**src/rtl/pic_pkg.sv**
```systemverilog
// rtl/pic_pkg.sv - shared constants, FSM state type and priority helper for the 8259 INTA sequencer
package pic_pkg;

  localparam int NUM_IR = 8;
  localparam int ID_W   = 3;
  localparam logic [ID_W-1:0] SPUR_ID = 3'd7;

  typedef enum logic [1:0] {
    IDLE      = 2'd0,
    ACK2_WAIT = 2'd1,
    DRIVE     = 2'd2
  } inta_state_t;

  typedef struct packed {
    logic            valid;
    logic [ID_W-1:0] id;
  } prio_t;

  // Lowest set bit wins: IR0 is the highest priority level.
  function automatic prio_t lowest_set(input logic [NUM_IR-1:0] v);
    prio_t r;
    r.valid = 1'b0;
    r.id    = '0;
    for (int i = NUM_IR - 1; i >= 0; i--) begin
      if (v[i]) begin
        r.valid = 1'b1;
        r.id    = ID_W'(i);
      end
    end
    return r;
  endfunction

endpackage

```
**src/rtl/pic_inta_sequencer_if.sv**
```systemverilog
// rtl/pic_inta_sequencer_if.sv - request, acknowledge and vector bus bundle of the INTA sequencer
interface pic_inta_sequencer_if;
  import pic_pkg::*;

  logic [NUM_IR-1:0] ir_req;
  logic [NUM_IR-1:0] imr;
  logic [4:0]        vec_base;
  logic [NUM_IR-1:0] slave_map;
  logic              sngl;
  logic              sp;
  logic              vec_en;
  logic              inta_n;
  logic              eoi_valid;
  logic              eoi_specific;
  logic [ID_W-1:0]   eoi_level;
  logic              int_o;
  logic              pulse1;
  logic              pulse2;
  logic [ID_W-1:0]   intr_id;
  logic [NUM_IR-1:0] isr;
  logic [7:0]        data_out;
  logic              data_oe;

  modport master (
    output ir_req, imr, vec_base, slave_map, sngl, sp, vec_en, inta_n,
           eoi_valid, eoi_specific, eoi_level,
    input  int_o, pulse1, pulse2, intr_id, isr, data_out, data_oe
  );

  modport slave (
    input  ir_req, imr, vec_base, slave_map, sngl, sp, vec_en, inta_n,
           eoi_valid, eoi_specific, eoi_level,
    output int_o, pulse1, pulse2, intr_id, isr, data_out, data_oe
  );

endinterface

```
**src/rtl/pic_priority_resolver.sv**
```systemverilog
// rtl/pic_priority_resolver.sv - fixed-priority candidate selection against the in-service register
module pic_priority_resolver
  import pic_pkg::*;
(
  input  logic [NUM_IR-1:0] irr,
  input  logic [NUM_IR-1:0] imr,
  input  logic [NUM_IR-1:0] isr,
  output logic [ID_W-1:0]   cand,
  output logic              pend
);

  prio_t req_lo;
  prio_t isr_lo;

  // A request only interrupts when it outranks everything already in service.
  always_comb begin
    req_lo = lowest_set(irr & ~imr);
    isr_lo = lowest_set(isr);
    cand   = req_lo.id;
    pend   = req_lo.valid && (!isr_lo.valid || (req_lo.id < isr_lo.id));
  end

endmodule

```
**src/rtl/pic_inta_sequencer.sv**
```systemverilog
// rtl/pic_inta_sequencer.sv - 8259 IRR/ISR, priority and two-pulse INTA vector sequencer
// Optional build macro PIC_AUTO_EOI_EN: clear the acknowledged ISR bit at the end of the second INTA.
module pic_inta_sequencer
  import pic_pkg::*;
(
  input logic                 clk,
  input logic                 rst_n,
  pic_inta_sequencer_if.slave bus
);

`ifdef PIC_AUTO_EOI_EN
  localparam logic AUTO_EOI = 1'b1;
`else
  localparam logic AUTO_EOI = 1'b0;
`endif

  localparam logic [1:0] S_IDLE  = 2'(IDLE);
  localparam logic [1:0] S_ACK2  = 2'(ACK2_WAIT);
  localparam logic [1:0] S_DRIVE = 2'(DRIVE);

  logic [1:0]        state_q, state_d;
  logic              inta_q, inta_d;
  logic [NUM_IR-1:0] ir_req_q, ir_req_d;
  logic [NUM_IR-1:0] irr_q, irr_d;
  logic [NUM_IR-1:0] isr_q, isr_d;
  logic [ID_W-1:0]   intr_id_q, intr_id_d;
  logic              int_o_q, int_o_d;
  logic              pulse1_q, pulse1_d;
  logic              pulse2_q, pulse2_d;
  logic [7:0]        data_out_q, data_out_d;
  logic              data_oe_q, data_oe_d;

  logic              fall;
  logic              rise;
  logic [ID_W-1:0]   cand;
  logic              pend;
  prio_t             eoi_lo;

  pic_priority_resolver u_prio (
    .irr  (irr_q),
    .imr  (bus.imr),
    .isr  (isr_q),
    .cand (cand),
    .pend (pend)
  );

  always_comb begin
    state_d    = state_q;
    inta_d     = bus.inta_n;
    ir_req_d   = bus.ir_req;
    intr_id_d  = intr_id_q;
    data_out_d = data_out_q;
    pulse1_d   = 1'b0;
    pulse2_d   = 1'b0;
    data_oe_d  = 1'b0;
    fall       = inta_q & ~bus.inta_n;
    rise       = ~inta_q & bus.inta_n;

    irr_d = (irr_q | (bus.ir_req & ~ir_req_q)) & bus.ir_req;

    // EOI is applied before the acknowledge set so a same-bit set wins.
    isr_d  = isr_q;
    eoi_lo = lowest_set(isr_q);
    if (bus.eoi_valid) begin
      if (bus.eoi_specific) begin
        isr_d[bus.eoi_level] = 1'b0;
      end else if (eoi_lo.valid) begin
        isr_d[eoi_lo.id] = 1'b0;
      end
    end

    case (state_q)
      S_IDLE: begin
        if (fall) begin
          pulse1_d = 1'b1;
          state_d  = S_ACK2;
          if (pend) begin
            intr_id_d   = cand;
            isr_d[cand] = 1'b1;
            irr_d[cand] = 1'b0;
          end else begin
            intr_id_d = SPUR_ID;
          end
        end
      end
      S_ACK2: begin
        if (fall) begin
          pulse2_d   = 1'b1;
          data_out_d = {bus.vec_base, intr_id_q};
          state_d    = S_DRIVE;
        end
      end
      S_DRIVE: begin
        if (rise) begin
          state_d = S_IDLE;
          if (AUTO_EOI) begin
            isr_d[intr_id_q] = 1'b0;
          end
        end else begin
          data_oe_d = bus.sngl
                    | (bus.sp & ~bus.slave_map[intr_id_q])
                    | (~bus.sp & bus.vec_en);
        end
      end
      default: state_d = S_IDLE;
    endcase

    // Held low for the whole acknowledge sequence, resampled once back in IDLE.
    int_o_d = (state_q == S_IDLE) && (state_d == S_IDLE) && pend;
  end

  always_ff @(posedge clk) begin
    if (!rst_n) begin
      state_q    <= S_IDLE;
      inta_q     <= 1'b1;
      ir_req_q   <= '0;
      irr_q      <= '0;
      isr_q      <= '0;
      intr_id_q  <= '0;
      int_o_q    <= 1'b0;
      pulse1_q   <= 1'b0;
      pulse2_q   <= 1'b0;
      data_out_q <= '0;
      data_oe_q  <= 1'b0;
    end else begin
      state_q    <= state_d;
      inta_q     <= inta_d;
      ir_req_q   <= ir_req_d;
      irr_q      <= irr_d;
      isr_q      <= isr_d;
      intr_id_q  <= intr_id_d;
      int_o_q    <= int_o_d;
      pulse1_q   <= pulse1_d;
      pulse2_q   <= pulse2_d;
      data_out_q <= data_out_d;
      data_oe_q  <= data_oe_d;
    end
  end

  assign bus.int_o    = int_o_q;
  assign bus.pulse1   = pulse1_q;
  assign bus.pulse2   = pulse2_q;
  assign bus.intr_id  = intr_id_q;
  assign bus.isr      = isr_q;
  assign bus.data_out = data_out_q;
  assign bus.data_oe  = data_oe_q;

endmodule

```
**src/flat_wrapper.sv**
```systemverilog
// flat-port wrapper written by rule: the top's interface ports become plain ports
module pic_inta_sequencer_flat import pic_pkg::*;
  (clk, rst_n, bus_ir_req, bus_imr, bus_vec_base, bus_slave_map, bus_sngl, bus_sp, bus_vec_en, bus_inta_n, bus_eoi_valid, bus_eoi_specific, bus_eoi_level, bus_int_o, bus_pulse1, bus_pulse2, bus_intr_id, bus_isr, bus_data_out, bus_data_oe);
  pic_inta_sequencer_if bus_i ();
  input logic clk;
  input logic rst_n;
  input wire logic [$bits(bus_i.ir_req)-1:0] bus_ir_req;
  input wire logic [$bits(bus_i.imr)-1:0] bus_imr;
  input wire logic [$bits(bus_i.vec_base)-1:0] bus_vec_base;
  input wire logic [$bits(bus_i.slave_map)-1:0] bus_slave_map;
  input wire logic [$bits(bus_i.sngl)-1:0] bus_sngl;
  input wire logic [$bits(bus_i.sp)-1:0] bus_sp;
  input wire logic [$bits(bus_i.vec_en)-1:0] bus_vec_en;
  input wire logic [$bits(bus_i.inta_n)-1:0] bus_inta_n;
  input wire logic [$bits(bus_i.eoi_valid)-1:0] bus_eoi_valid;
  input wire logic [$bits(bus_i.eoi_specific)-1:0] bus_eoi_specific;
  input wire logic [$bits(bus_i.eoi_level)-1:0] bus_eoi_level;
  output wire logic [$bits(bus_i.int_o)-1:0] bus_int_o;
  output wire logic [$bits(bus_i.pulse1)-1:0] bus_pulse1;
  output wire logic [$bits(bus_i.pulse2)-1:0] bus_pulse2;
  output wire logic [$bits(bus_i.intr_id)-1:0] bus_intr_id;
  output wire logic [$bits(bus_i.isr)-1:0] bus_isr;
  output wire logic [$bits(bus_i.data_out)-1:0] bus_data_out;
  output wire logic [$bits(bus_i.data_oe)-1:0] bus_data_oe;
  assign bus_i.ir_req = bus_ir_req;
  assign bus_i.imr = bus_imr;
  assign bus_i.vec_base = bus_vec_base;
  assign bus_i.slave_map = bus_slave_map;
  assign bus_i.sngl = bus_sngl;
  assign bus_i.sp = bus_sp;
  assign bus_i.vec_en = bus_vec_en;
  assign bus_i.inta_n = bus_inta_n;
  assign bus_i.eoi_valid = bus_eoi_valid;
  assign bus_i.eoi_specific = bus_eoi_specific;
  assign bus_i.eoi_level = bus_eoi_level;
  assign bus_int_o = bus_i.int_o;
  assign bus_pulse1 = bus_i.pulse1;
  assign bus_pulse2 = bus_i.pulse2;
  assign bus_intr_id = bus_i.intr_id;
  assign bus_isr = bus_i.isr;
  assign bus_data_out = bus_i.data_out;
  assign bus_data_oe = bus_i.data_oe;
  pic_inta_sequencer u_core (.clk(clk), .rst_n(rst_n), .bus(bus_i));
endmodule
```
**config.mk**
```make
export PLATFORM = sky130hd
export DESIGN_NAME = pic_inta_sequencer_flat
export DESIGN_NICKNAME = d
export VERILOG_FILES = /design/src/rtl/pic_pkg.sv /design/src/rtl/pic_inta_sequencer_if.sv /design/src/rtl/pic_priority_resolver.sv /design/src/rtl/pic_inta_sequencer.sv /design/src/flat_wrapper.sv
export SDC_FILE = /design/constraint.sdc
export NUM_CORES = 1
export LEC_CHECK = 0
export BUFFER_PORTS_ARGS = -buffer_cell sky130_fd_sc_hd__buf_2
export CELL_PAD_IN_SITES_DETAIL_PLACEMENT = 1
export CELL_PAD_IN_SITES_GLOBAL_PLACEMENT = 2
export CORE_MARGIN = 2
export CORE_UTILIZATION = 27
export DETAILED_ROUTE_END_ITERATION = 8
export GPL_TIMING_DRIVEN = 0
export PLACE_DENSITY_LB_ADDON = 0.1
export SLEW_MARGIN = 10
export SYNTH_ARGS = -nofsm -noshare
export SYNTH_HDL_FRONTEND = slang
export SYNTH_HIERARCHICAL = 1
export SYNTH_SLANG_ARGS = --single-unit
```
**constraint.sdc**
```tcl
create_clock -name clk -period 3.4 [get_ports clk]
set_input_delay 1.02 -clock clk [delete_from_list [all_inputs] [get_ports clk]]
set_output_delay 1.02 -clock clk [all_outputs]
set_load 0.01 [all_outputs]
```
### After elaboration in Yosys (flattened, before gate mapping)

Cells that the tools add are included.

| word-level totals | value |
|---|---|
| bits in latches | 0 |
| bits in read-only memories | 0 |
| flip-flop bits (word level) | 42 |
| memories kept | 0 |
| logic and storage cells | 100 |
| RAM bits | 0 |
| input bits | 40 |

| cells by class | value |
|---|---|
| muxes and demuxes | 39 |
| order comparisons | 8 |
| bitwise logic cells | 25 |
| eq/ne operators | 2 |
| $add $sub $neg | 0 |
| reductions and logical operators | 15 |
| shift operators | 0 |
| div/mod/pow operators | 0 |
| multipliers | 0 |

Operator list:

| operator | number |
|---|---|
| $mux 8 | 9 |
| $mux 4 | 16 |
| $and 8x8->8 | 6 |
| $not 8->8 | 5 |
| $lt 3x4->1 const B | 4 |
| $or 8x8->8 | 2 |
| $demux 1 s3 | 3 |
| $ge 3x1->1 const B | 3 |
| $reduce_and 2->1 | 4 |
| $logic_and 1x1->1 | 6 |
| $mux 2 | 3 |
| $not 1->1 | 6 |
| $pmux 2 s3 | 1 |
| $mux 1 | 5 |
| $and 1x1->1 | 4 |
| $logic_not 2->1 | 2 |
| $bmux 1 s3 | 1 |
| $lt 3x3->1 | 1 |
| $mux 3 | 1 |
| $reduce_or 3->1 | 1 |
| $eq 2x1->1 const B | 1 |
| $eq 2x2->1 const B | 1 |
| $or 1x1->1 | 2 |
| $logic_not 1->1 | 1 |
| $logic_or 1x1->1 | 1 |

### Depth between registers and ports, before layout

Gate-level depths: netlist of the first run.

| logic depth | value |
|---|---|
| word-level depth | 21 |
| mapped depth | 12 |

### By module

The synthesis of the first run kept the hierarchy.

By module, submodules not included:

| module | cells an instance | area an instance (µm²) | instances | seq. area each (µm²) |
|---|---|---|---|---|
| pic_inta_sequencer | 174 | 1742.9 | 1 | 840.8 |
| pic_priority_resolver | 45 | 321.6 | 1 | 0.0 |

### Worst setup path before layout of the first run

Ideal clock, no wire load.

| timing | value |
|---|---|
| path type | input to register |
| start | input bus_imr[3] |
| end | register u_core.irr_q[3] |
| arrival time | 3.339 ns |
| slack | -0.054 ns |
| data required time | 3.284 ns |
| cell stages on the path | 12 |
| path buffers | 0 |
| setup time | 0.116 ns |
| cells stage by stage | and2b_2 -> a21oi_1 -> nor2b_1 -> nor2b_1 -> ha_1 -> a211o_1 -> nor3_2 -> a2bb2oi_2 -> or2b_1 -> nor2_4 -> nand3_1 -> and3_1 |

RTL lines:

| element | line | text |
|---|---|---|
| start: declaration | flat_wrapper.sv:8 | `input wire logic [$bits(bus_i.imr)-1:0] bus_imr;` |
| $not 8->8 | pic_priority_resolver.sv:17 | `req_lo = lowest_set(irr & ~imr);` |
| $and 8x8->8 | pic_priority_resolver.sv:17 |  |
| $mux 4 (4 in series) | pic_pkg.sv:25 | `if (v[i]) begin` |
| net u_core.cand[2] | pic_inta_sequencer.sv:35 | `logic [ID_W-1:0] cand;` |
| $lt 3x3->1 | pic_priority_resolver.sv:20 | `pend = req_lo.valid && (!isr_lo.valid \|\| (req_lo.id < isr_lo.id));` |
| $logic_or 1x1->1 | pic_priority_resolver.sv:20 |  |
| $logic_and 1x1->1 | pic_priority_resolver.sv:20 |  |
| net u_core.pend | pic_inta_sequencer.sv:36 | `logic pend;` |
| $mux 8 | pic_inta_sequencer.sv:77 | `if (pend) begin` |
| $mux 8 | pic_inta_sequencer.sv:74 | `if (fall) begin` |
| $mux 8 | pic_inta_sequencer.sv:72 | `case (state_q)` |
| end signal: assignment | pic_inta_sequencer.sv:129 | `irr_q <= irr_d;` |
| end: declaration | pic_inta_sequencer.sv:24 | `logic [NUM_IR-1:0] irr_q, irr_d;` |

The timed path passes the listed nets, and every way through them passes these cells.
A chain may end at the register's enable or synchronous reset.

### Worst setup path after layout of the first run

Same ends and word-level chain as after synthesis.

==> run summary, run 1 <==
========================================================================
Antenna violations before repair ..........................            0
Result of the run .........................................    completed
Total length of routed wires ..............................      5613 um
Initial Util ..............................................       28.16%
Syn nets ..................................................          261
FFs w/ async S/R, synth ...................................           0%
Met3 layer usage reported by global route .................       3.402%
Yosys cell types ..........................................           53
Switching Power ...........................................     314.6 uW
Worst slack after detailed placement ......................    -429.4 ps
P&R area growth vs syn ....................................       29.45%
Buffers from clock root to sink, at most ..................            2
Iteration-0 DRC count of the detailed router ..............           39
Largest net degree at the start of global routing .........           14
Primary FF master, synth .................................. sky130_fd_sc_hd__dfxtp_1
Number of placement rows ..................................           31
Final number of setup-violating endpoints .................            0
Aggregate global routing overflow .........................            0
Max IR drop VDD ...........................................     193.1 uV
Clk pwr share .............................................        29.7%
Combined global-route utilization of all metal layers .....       13.41%
Post-DR wirelength/cell ...................................     14.36 um
Global-route wire length before repair ....................      8914 um
Logic pwr share ...........................................        20.7%
Post-synthesis sequential area ratio ......................       40.73%
Number of synthesized flops with an enable pin ............            0
IO Count ..................................................           63
Core area .................................................     7331 um2
Clk slew on worst S/H paths ...............................        80 ps
DPL Wire Length ...........................................      4227 um
Total power divided by cell area .......................... 408.4 nW/um2
Design internal power .....................................     776.8 uW
Number of nets in the final layout ........................          333
Vias in the first global route ............................         1898
Largest fanout of any net on the critical path ............            4
Headroom to the max-slew limit ............................       70.06%
H-Tree Depth ..............................................            2
Number of hold violations in the final report .............            0
Net Sw Frac ...............................................       28.82%
Sum of internal, switching and leakage power ..............     1.091 mW
Detailed-route vias per instance ..........................        4.634
Worst reg2reg setup slack .................................       580 ps
Number of vias in the routed layout .......................         1812
Synth Area per Inst .......................................    9.427 um2
Post-synthesis sequential element count ...................           42
Worst-skew pair later-pin latency .........................       300 ps
Num CTS Buffers ...........................................            5
Final RePlAce weighted congestion .........................       0.6823
Met1 usage ................................................       16.08%
Post-layout instance area .................................     2673 um2
Class of the most critical setup path .....................    in -> reg
Number of clock sinks .....................................           42
Remaining antenna violation count after routing ...........            0
Critical path data arrival time ...........................      3520 ps
CP Data Required Time .....................................      3590 ps
Number of max-capacitance violations reported .............            0
Placed Instance Area ......................................     2517 um2
Post-synthesis instance total .............................          219
Leakage power .............................................     1.164 nW
CTS tree ..................................................         done
Max Transition Viols Final ................................            0
Placed Cells incl. Taps ...................................          380
GRT busiest layer .........................................         met2
Type of element capturing the critical path ...............    flip-flop
Met2 GRT Util .............................................       22.98%
Type of the tightest min-delay check ......................   reg -> reg
Min Clock Period, post-route ..............................      3323 ps
Clock tree root driver cell ............................... sky130_fd_sc_hd__clkbuf_8
IO buf count ..............................................           62
Die ar. ...................................................     8361 um2
Highest clock frequency the design can meet ...............    300.9 MHz
DRC violations left .......................................            0
Proportion of power drawn by flip-flops and latches .......        49.6%
Synth Warn # ..............................................            6
Startpoint type of the worst setup path ...................   input port
Count of TritonRoute iterations in the first routing pass .            4
Clk_skew ..................................................     8.571 ps
Die boundary height .......................................     91.44 um
Worst Max-Slew Pin Slew ...................................     447.8 ps
Horizontal extent of the die ..............................     91.44 um
Cell Count, Final, Fillers Out ............................          391
Share of cells above drive strength 1 .....................       34.25%
Least setup slack across all paths after layout ...........     77.14 ps
Post-route clock period utilization .......................       97.73%
Mapped Area ...............................................     2064 um2
Number of diodes ..........................................            0
========================================================================
## sequential cells by signal, indices dropped and copies added, names as in the netlist
register / count
u_core/irr_q: 8
u_core/inta_q: 1
u_core/bus.pulse1: 1
u_core/bus.intr_id: 3
u_core/bus.isr: 8
u_core/bus.pulse2: 1
u_core/bus.data_oe: 1
u_core/bus.data_out: 8
u_core/ir_req_q: 8
u_core/state_q: 2
u_core/bus.int_o: 1
## metal layers
layer | vias to the layer above | part of all wire, %
met5 | - | 0
met4 | 0 | 1.4
met3 | 7 | 4.9
met2 | 40 | 49
met1 | 849 | 45
li1 | 916 | -
## cell families (layout without fill, tap and decap cells)
family          after synthesis  after routing  share of synthesized area, %
buf+inv                      20             93                         4.545
xor+xnor                      1              1                        0.4243
fa+ha+maj                     2              2                         1.212
flops                        42             42                         40.73
mux                          11             11                         5.334
simple gates                 94             94                         30.55
compound gates               49             49                         17.21
## layout by cell type (no fill, tap or decap), drive strengths merged, types with 2 or more instances in the layout
| cell type | Yosys | final |
|---|---|---|
| buf | 2 | 67 |
| dfxtp | 42 | 42 |
| nor2 | 17 | 17 |
| nor2b | 16 | 16 |
| inv | 15 | 15 |
| o21ai | 12 | 12 |
| mux2i | 11 | 11 |
| and2 | 9 | 9 |
| clkbuf | 2 | 8 |
| nand2b | 8 | 8 |
| nand3b | 7 | 7 |
| nand2 | 7 | 7 |
| a21oi | 7 | 7 |
| o21a | 6 | 6 |
| nand3 | 6 | 6 |
| a21boi | 6 | 6 |
| nor3b | 4 | 4 |
| or3 | 3 | 3 |
| a31oi | 3 | 3 |
| nor3 | 3 | 3 |
| and3 | 3 | 3 |
| o22ai | 2 | 2 |
| o32ai | 2 | 2 |
| o221ai | 2 | 2 |
| o31ai | 2 | 2 |
| o211a | 2 | 2 |
| clkinv | 0 | 2 |
| nor4b | 2 | 2 |
| ha | 2 | 2 |
## per-stage QoR
stage | utilization [%] | setup TNS, ps | hold WS (ps)
2_1_floorplan | - | 0 | 463.6
3_3_place_gp | 34.34 | -3360 | 492.4
3_5_place_dp | 34.34 | -3600 | 496.5
4_1_cts | 35.62 | 0 | 518.8
5_1_grt | 36.46 | -26.90 | 549.3
6_report | 36.46 | 0 | 509.3
## timing repair
| item | in CTS | in global routing |
|---|---|---|
| pin swaps | 0 | 3 |
| buffers inserted | 1 | 2 |
| cloned | 0 | 0 |
| setup endpoints to repair | 3 | 10 |
| hold buffers | 0 | 0 |
| hold endpoints to repair | 0 | 0 |
| resized for setup | 0 | 9 |
## worst max-delay path: stages
cell and delay, ps:
sky130_fd_sc_hd__buf_2 70, sky130_fd_sc_hd__and2b_2 230, sky130_fd_sc_hd__a21oi_4 160, sky130_fd_sc_hd__nor2b_4 180, sky130_fd_sc_hd__nor2b_4 190, sky130_fd_sc_hd__ha_4 220
sky130_fd_sc_hd__a211o_1 310, sky130_fd_sc_hd__nor3_2 170, sky130_fd_sc_hd__a2bb2oi_2 160, sky130_fd_sc_hd__or2b_1 290, sky130_fd_sc_hd__nor2_4 160, sky130_fd_sc_hd__nand3_2 130
sky130_fd_sc_hd__and3_4 210
## worst paths after layout
check,from,endpoint,cells past startpoint
max,bus_imr[3],u_core/irr_q[3],13
min,u_core/irr_q[5],u_core/irr_q[5],2
max reg2reg,u_core/irr_q[3],u_core/irr_q[3],12
min reg2reg,u_core/irr_q[5],u_core/irr_q[5],2
## cells in the mapped netlist, types with 3 or more instances
| cell | n | area share [%] |
|---|---|---|
| sky130_fd_sc_hd__and2_1 | 9 | 2.7 |
| sky130_fd_sc_hd__a21boi_0 | 4 | 1.5 |
| sky130_fd_sc_hd__or3_1 | 3 | 0.91 |
| sky130_fd_sc_hd__nand3_1 | 5 | 1.2 |
| sky130_fd_sc_hd__o21ai_0 | 12 | 2.9 |
| sky130_fd_sc_hd__nand3b_1 | 7 | 2.5 |
| sky130_fd_sc_hd__mux2i_1 | 11 | 5.3 |
| sky130_fd_sc_hd__nand2b_4 | 3 | 2.0 |
| sky130_fd_sc_hd__nor2_1 | 16 | 2.9 |
| sky130_fd_sc_hd__nor3b_1 | 4 | 1.5 |
| sky130_fd_sc_hd__nand2_1 | 7 | 1.3 |
| sky130_fd_sc_hd__nor2b_1 | 15 | 4.5 |
| sky130_fd_sc_hd__dfxtp_1 | 42 | 41 |
| sky130_fd_sc_hd__o21a_1 | 6 | 2.2 |
| sky130_fd_sc_hd__a21oi_1 | 7 | 1.7 |
| sky130_fd_sc_hd__inv_1 | 15 | 2.7 |
| sky130_fd_sc_hd__and3_1 | 3 | 0.91 |
| sky130_fd_sc_hd__nand2b_1 | 5 | 1.5 |
## final cells by class
cell class | instances | area, um2
buffer | 5 | 37.54
clock buffer | 6 | 72.57
clock inverter | 2 | 13.76
fill | 880 | 4658
inverter | 15 | 56.30
multi-input combinational | 157 | 1195
sequential | 42 | 840.8
tap | 99 | 123.9
timing repair buffer | 65 | 332.8
## power by group through the flow
stage          clock (mW)  sequential [mW]  combinational [mW]
5_1_grt             0.361            0.546               0.250
3_5_place_dp            0            0.553               0.209
3_3_place_gp            0            0.552               0.208
4_1_cts             0.342            0.542               0.214
6_report            0.324            0.541               0.226
2_1_floorplan           0            0.553               0.135
Power figures use the tool's default switching activity.
==> run 2, diff against run 1 <==
--- a/config.mk
+++ b/config.mk
@@ -6,10 +6,10 @@
 export NUM_CORES = 1
 export LEC_CHECK = 0
 export BUFFER_PORTS_ARGS = -buffer_cell sky130_fd_sc_hd__buf_2
-export CELL_PAD_IN_SITES_DETAIL_PLACEMENT = 1
-export CELL_PAD_IN_SITES_GLOBAL_PLACEMENT = 2
+export CELL_PAD_IN_SITES_DETAIL_PLACEMENT = 0
+export CELL_PAD_IN_SITES_GLOBAL_PLACEMENT = 1
 export CORE_MARGIN = 2
-export CORE_UTILIZATION = 27
+export CORE_UTILIZATION = 34
 export DETAILED_ROUTE_END_ITERATION = 8
 export GPL_TIMING_DRIVEN = 0
 export PLACE_DENSITY_LB_ADDON = 0.1
==> run 2 against run 1 <==
- critical path depth is the same
- sequential share of layout area rose by 0.37 points
- utilization is 8.4 points higher
- critical endpoint is now u_core/irr_q[2]
- first-iteration DRC count grew 41%
- global-route usage is 1.4 points higher
==> run summary, run 2 (synthesis gave the netlist of run 1 again) <==
========================================================================
Summed negative setup slack over all endpoints ............         0 ps
Biggest cell delay along the critical path ................       350 ps
Max IR drop VDD ...........................................     208.8 uV
Total length of routed wires ..............................      4782 um
Worst Max-Slew Pin Slew ...................................     461.6 ps
Clk slew on worst S/H paths ...............................        90 ps
Clk_skew ..................................................     8.991 ps
Die ar. ...................................................     6712 um2
Number of max-capacitance violations reported .............            0
Worst Hold Endpoint ....................................... u_core/irr_q[5]
Post-DR wirelength/cell ...................................     12.99 um
Cell depth of the worst hold path .........................            2
Post-route clock period utilization .......................       97.51%
DRC violations left .......................................            0
Most frequent cells in the layout ......................... sky130_fd_sc_hd__buf_2, sky130_fd_sc_hd__dfxtp_1, sky130_fd_sc_hd__nor2_1, sky130_fd_sc_hd__inv_1, sky130_fd_sc_hd__nor2b_1
Horizontal extent of the die ..............................     81.93 um
Number of placement rows ..................................           28
Total power divided by cell area .......................... 411.4 nW/um2
Worst reg2reg setup slack .................................       490 ps
Clock tree root driver cell ............................... sky130_fd_sc_hd__clkbuf_8
Setup repair after global routing missed its margin .......           no
R2R Path End .............................................. u_core/irr_q[2]
Final number of setup-violating endpoints .................            0
Headroom to the max-slew limit ............................       69.13%
Launch instance of the worst register-to-register path .... u_core/irr_q[7]
Vias in the first global route ............................         1673
Antenna violations before repair ..........................            0
Global-route wire length before repair ....................      7652 um
Placed Instance Area ......................................     2487 um2
Core area .................................................     5886 um2
Hold buffer count at cts ..................................            0
Number of vias in the routed layout .......................         1762
Number of clock sinks .....................................           42
Min Clock Period, post-route ..............................      3315 ps
Number of hold violations in the final report .............            0
Startpoint type of the worst setup path ...................   input port
H-Tree Depth ..............................................            2
CTS tree ..................................................         done
Type of the tightest min-delay check ......................   reg -> reg
Class of the most critical setup path .....................    in -> reg
Worst-skew pair later-pin latency .........................       290 ps
Commonest non-fill, non-tap cell in the layout ............ sky130_fd_sc_hd__buf_2
Max Transition Viols Final ................................            0
CP Data Required Time .....................................      3590 ps
Setup crit start ..........................................   bus_imr[6]
Worst path slowest cell ................................... sky130_fd_sc_hd__nor3b_2
CP bufs+invs ..............................................            1
P&R area growth vs syn ....................................       27.94%
Final RePlAce weighted congestion .........................       0.7295
Worst slack after detailed placement ......................    -382.3 ps
Share of cells above drive strength 1 .....................       34.47%
Largest fanout of any net on the critical path ............            4
Post-layout instance area .................................     2641 um2
Chain of cells forming the critical path .................. buf_2 -> nand2b_4 -> o21ai_0 -> nor3b_2 -> nor2b_4 -> ha_1 -> a211o_1 -> nor3_2 -> a2bb2oi_2 -> or2b_1 -> nor2_4 -> nand3b_1 -> and3_1
Start point of the worst min-delay path ................... u_core/irr_q[5]
Num CTS Buffers ...........................................            5
IO Count ..................................................           63
Largest net degree at the start of global routing .........           15
Number of nets in the final layout ........................          334
Number of cells on the worst reg-to-reg path ..............           12
Count of TritonRoute iterations in the first routing pass .            4
Initial Util ..............................................       35.08%
Type of element capturing the critical path ...............    flip-flop
Highest clock frequency the design can meet ...............    301.6 MHz
Combined global-route utilization of all metal layers .....       14.79%
Detailed-route vias per instance ..........................        4.788
IO buf count ..............................................           62
Number of diodes ..........................................            0
Buffers from clock root to sink, at most ..................            2
Least setup slack across all paths after layout ...........     84.66 ps
Aggregate global routing overflow .........................            0
Share of the core filled with cells in the final layout ...       44.88%
Leakage power .............................................     1.166 nW
Iteration-0 DRC count of the detailed router ..............           55
DPL Wire Length ...........................................      3589 um
Remaining antenna violation count after routing ...........            0
Critical path data arrival time ...........................      3510 ps
Result of the run .........................................    completed
Die boundary height .......................................     81.93 um
Cell family with most CP delay ............................ simple AND/OR/NAND/NOR gates
========================================================================
[run 2: layout make-up]
class	instances	area (um2)
Multi-Input combinational cell	157	1182
Timing Repair Buffer	66	340.3
Inverter	15	56.30
Clock inverter	3	21.27
Fill cell	611	3244
Buffer	5	37.54
Sequential cell	42	840.8
Tap cell	75	93.84
Clock buffer	5	68.82
[run 2: timing repair]
item                       CTS  global route
setup endpoints to repair    2            13
pin swaps                    0             2
gates resized for setup      0             7
buffers inserted             2             2
[run 2: worst min-delay path, stage by stage (launching register included)]
cell and delay [ps]:
sky130_fd_sc_hd__dfxtp_1 330, sky130_fd_sc_hd__o21ai_0 80, sky130_fd_sc_hd__nor2_1 80
[run 2: how the worst max path moves through the flow]
stage	end	slack [ps]	cells past startpoint
2_1_floorplan	u_core/irr_q[3]	20	12
3_3_place_gp	u_core/irr_q[3]	-370	13
3_5_place_dp	u_core/irr_q[3]	-380	13
4_1_cts	u_core/irr_q[3]	20	13
5_1_grt	u_core/irr_q[3]	2	13
6_report	u_core/irr_q[2]	80	13
[run 2: report_power, final]
group          leakage, nW  switching [mW]  internal (mW)
sequential           0.344          0.0224          0.518
clock               0.0441           0.179          0.144
combinational        0.777           0.108          0.116
total                 1.17           0.309          0.778
[run 2: stage by stage]
step,total power [mW],hold slack [ps],instances
floorplan,0.6877,463.6,219
global placement,0.7559,491.7,356
detailed placement,0.7562,500.4,356
CTS,1.092,523.3,366
global route,1.155,544.0,368
finish,1.087,515.5,368
[run 2: layer usage]
metal | share of wire [%] | up-vias | track usage [%]
li1 | - | 920 | -
met2 | 47 | 33 | 24.88
met4 | 0.50 | 0 | 5.000
met5 | 0 | - | 0
met3 | 3.6 | 2 | 3.077
met1 | 48 | 807 | 18.73
==> run 3, diff against run 2 <==
--- a/config.mk
+++ b/config.mk
@@ -5,7 +5,7 @@
 export SDC_FILE = /design/constraint.sdc
 export NUM_CORES = 1
 export LEC_CHECK = 0
-export BUFFER_PORTS_ARGS = -buffer_cell sky130_fd_sc_hd__buf_2
+export BUFFER_PORTS_ARGS = -buffer_cell sky130_fd_sc_hd__clkbuf_2
 export CELL_PAD_IN_SITES_DETAIL_PLACEMENT = 0
 export CELL_PAD_IN_SITES_GLOBAL_PLACEMENT = 1
 export CORE_MARGIN = 2
==> run 3 against run 2 <==
- register-to-register slack gained 30 ps
- first-iteration DRC count grew 60%
- utilization is 0.11 points higher
- routed wire length down 0.13%
- sequential share of layout area shrank 0.075 points
- cell count down 0.27%
- fmax grew 0.79%
- critical endpoint is now u_core/irr_q[3]
- largest power group unchanged
==> run summary, run 3 (synthesis gave the netlist of run 1 again) <==
========================================================================
Result of the run .........................................    completed
Number of vias in the routed layout .......................         1757
Chain of cells forming the critical path .................. clkbuf_2 -> nand2b_4 -> o21ai_0 -> nor3b_2 -> nor2b_4 -> ha_1 -> a211o_1 -> nor3_2 -> a2bb2oi_2 -> or2b_4 -> nor2_4 -> nand3_1 -> and3_1
Launch instance of the worst register-to-register path .... u_core/irr_q[7]
Worst Max-Slew Pin Slew ...................................     418.9 ps
Critical path data arrival time ...........................      3480 ps
Total power divided by cell area .......................... 435.8 nW/um2
Number of hold violations in the final report .............            0
Biggest cell delay along the critical path ................       330 ps
Total length of routed wires ..............................      4776 um
P&R area growth vs syn ....................................       28.24%
Clk slew on worst S/H paths ...............................        80 ps
Placed Instance Area ......................................     2487 um2
Core area .................................................     5886 um2
Worst Hold Endpoint ....................................... u_core/irr_q[2]
Setup repair after global routing missed its margin .......          yes
Commonest non-fill, non-tap cell in the layout ............ sky130_fd_sc_hd__clkbuf_2
Detailed-route vias per instance ..........................        4.787
Number of cells on the worst reg-to-reg path ..............           12
Post-DR wirelength/cell ...................................     13.01 um
Num CTS Buffers ...........................................            5
Startpoint type of the worst setup path ...................   input port
H-Tree Depth ..............................................            2
Initial Util ..............................................       35.08%
CP bufs+invs ..............................................            1
Cell depth of the worst hold path .........................            2
Aggregate global routing overflow .........................            0
Leakage power .............................................     1.157 nW
Global-route wire length before repair ....................      7790 um
Combined global-route utilization of all metal layers .....       15.21%
Die boundary height .......................................     81.93 um
Number of placement rows ..................................           28
CTS tree ..................................................         done
Number of diodes ..........................................            0
Post-layout instance area .................................     2648 um2
Buffers from clock root to sink, at most ..................            2
Worst path slowest cell ................................... sky130_fd_sc_hd__nor3b_2
Number of clock sinks .....................................           42
Remaining antenna violation count after routing ...........            0
Final number of setup-violating endpoints .................            0
Number of nets in the final layout ........................          333
Share of cells above drive strength 1 .....................       33.56%
Vias in the first global route ............................         1673
Largest fanout of any net on the critical path ............            4
Summed negative setup slack over all endpoints ............         0 ps
IO buf count ..............................................           62
Type of the tightest min-delay check ......................   reg -> reg
Least setup slack across all paths after layout ...........     110.8 ps
Clock tree root driver cell ............................... sky130_fd_sc_hd__clkbuf_8
Number of max-capacitance violations reported .............            0
Cell family with most CP delay ............................ simple AND/OR/NAND/NOR gates
Highest clock frequency the design can meet ...............    304.0 MHz
Max Transition Viols Final ................................            0
Hold WS ...................................................     516.9 ps
DPL Wire Length ...........................................      3633 um
Clk_skew ..................................................     7.135 ps
Class of the most critical setup path .....................    in -> reg
Worst slack after detailed placement ......................    -382.6 ps
CP Data Required Time .....................................      3600 ps
Die ar. ...................................................     6712 um2
Antenna violations before repair ..........................            0
Count of TritonRoute iterations in the first routing pass .            4
DRC violations left .......................................            0
Iteration-0 DRC count of the detailed router ..............           88
Min Clock Period, post-route ..............................      3289 ps
Largest net degree at the start of global routing .........           14
Start point of the worst min-delay path ................... u_core/ir_req_q[2]
Final RePlAce weighted congestion .........................       0.7303
R2R Path End .............................................. u_core/irr_q[3]
Worst-skew pair later-pin latency .........................       290 ps
Max IR drop VDD ...........................................     215.4 uV
Headroom to the max-slew limit ............................       71.99%
Type of element capturing the critical path ...............    flip-flop
Post-route clock period utilization .......................       96.74%
Most frequent cells in the layout ......................... sky130_fd_sc_hd__clkbuf_2, sky130_fd_sc_hd__dfxtp_1, sky130_fd_sc_hd__nor2_1, sky130_fd_sc_hd__inv_1, sky130_fd_sc_hd__nor2b_1
Horizontal extent of the die ..............................     81.93 um
Worst reg2reg setup slack .................................       520 ps
IO Count ..................................................           63
========================================================================
run 3: worst max-delay path by stage:
stage	startpoint	to	cells past startpoint
3_3_place_gp	bus_imr[3]	u_core/irr_q[3]	13
5_1_grt	bus_imr[3]	u_core/bus.isr[6]	13
3_5_place_dp	bus_imr[3]	u_core/irr_q[3]	13
2_1_floorplan	bus_imr[3]	u_core/irr_q[3]	12
6_report	bus_imr[6]	u_core/irr_q[3]	13
4_1_cts	bus_imr[3]	u_core/irr_q[3]	13
run 3: where the power goes:
part           internal [mW]  total [mW]  switching (mW)  leakage, nW
Clock                  0.219       0.393           0.174       0.0514
Sequential             0.518       0.541          0.0233        0.344
Combinational          0.115       0.220           0.105        0.761
run 3: cell type report:
type                       count  area [um2]
tap                           75       93.84
inverter                      15       56.30
timing repair buffer          65       332.8
fill                         622        3238
clock inverter                 2       37.54
clock buffer                   6       72.57
sequential                    42       840.8
buffer                         5       37.54
multi-input combinational    157        1176
run 3: per-layer routing:
metal	vias up	GRT usage, %	share of wire [%]
met1	804	19.41	47
met5	-	0	0
met2	34	24.72	49
met3	4	4.725	4.2
li1	915	-	-
met4	0	4.167	0.40
run 3: worst reg2reg max path, delay by kind of cell (launching register included):
| family | cells | cell delay [ps] |
|---|---|---|
| compound gates | 5 | 1100 |
| simple gates | 5 | 950 |
| flops | 1 | 390 |
| fa+ha+maj | 1 | 280 |
| buf+inv | 1 | 50 |
run 3: repair_timing:
action | 4_1_cts | 5_1_grt
hold buffers | 0 | 0
endpoints found under the hold margin | 0 | 0
gates resized for setup | 0 | 6
endpoints found under the setup margin | 2 | 11
buffers inserted | 2 | 1
pin swaps | 0 | 1
run 3: stage by stage:
stage                     util, %  power, mW  instances
final                       44.98      1.154        367
after global routing        44.98      1.222        367
after CTS                   44.39      1.163        366
after detailed placement    42.26     0.7574        356
after global placement      42.26     0.7565        356
after floorplan                 -     0.6877        219
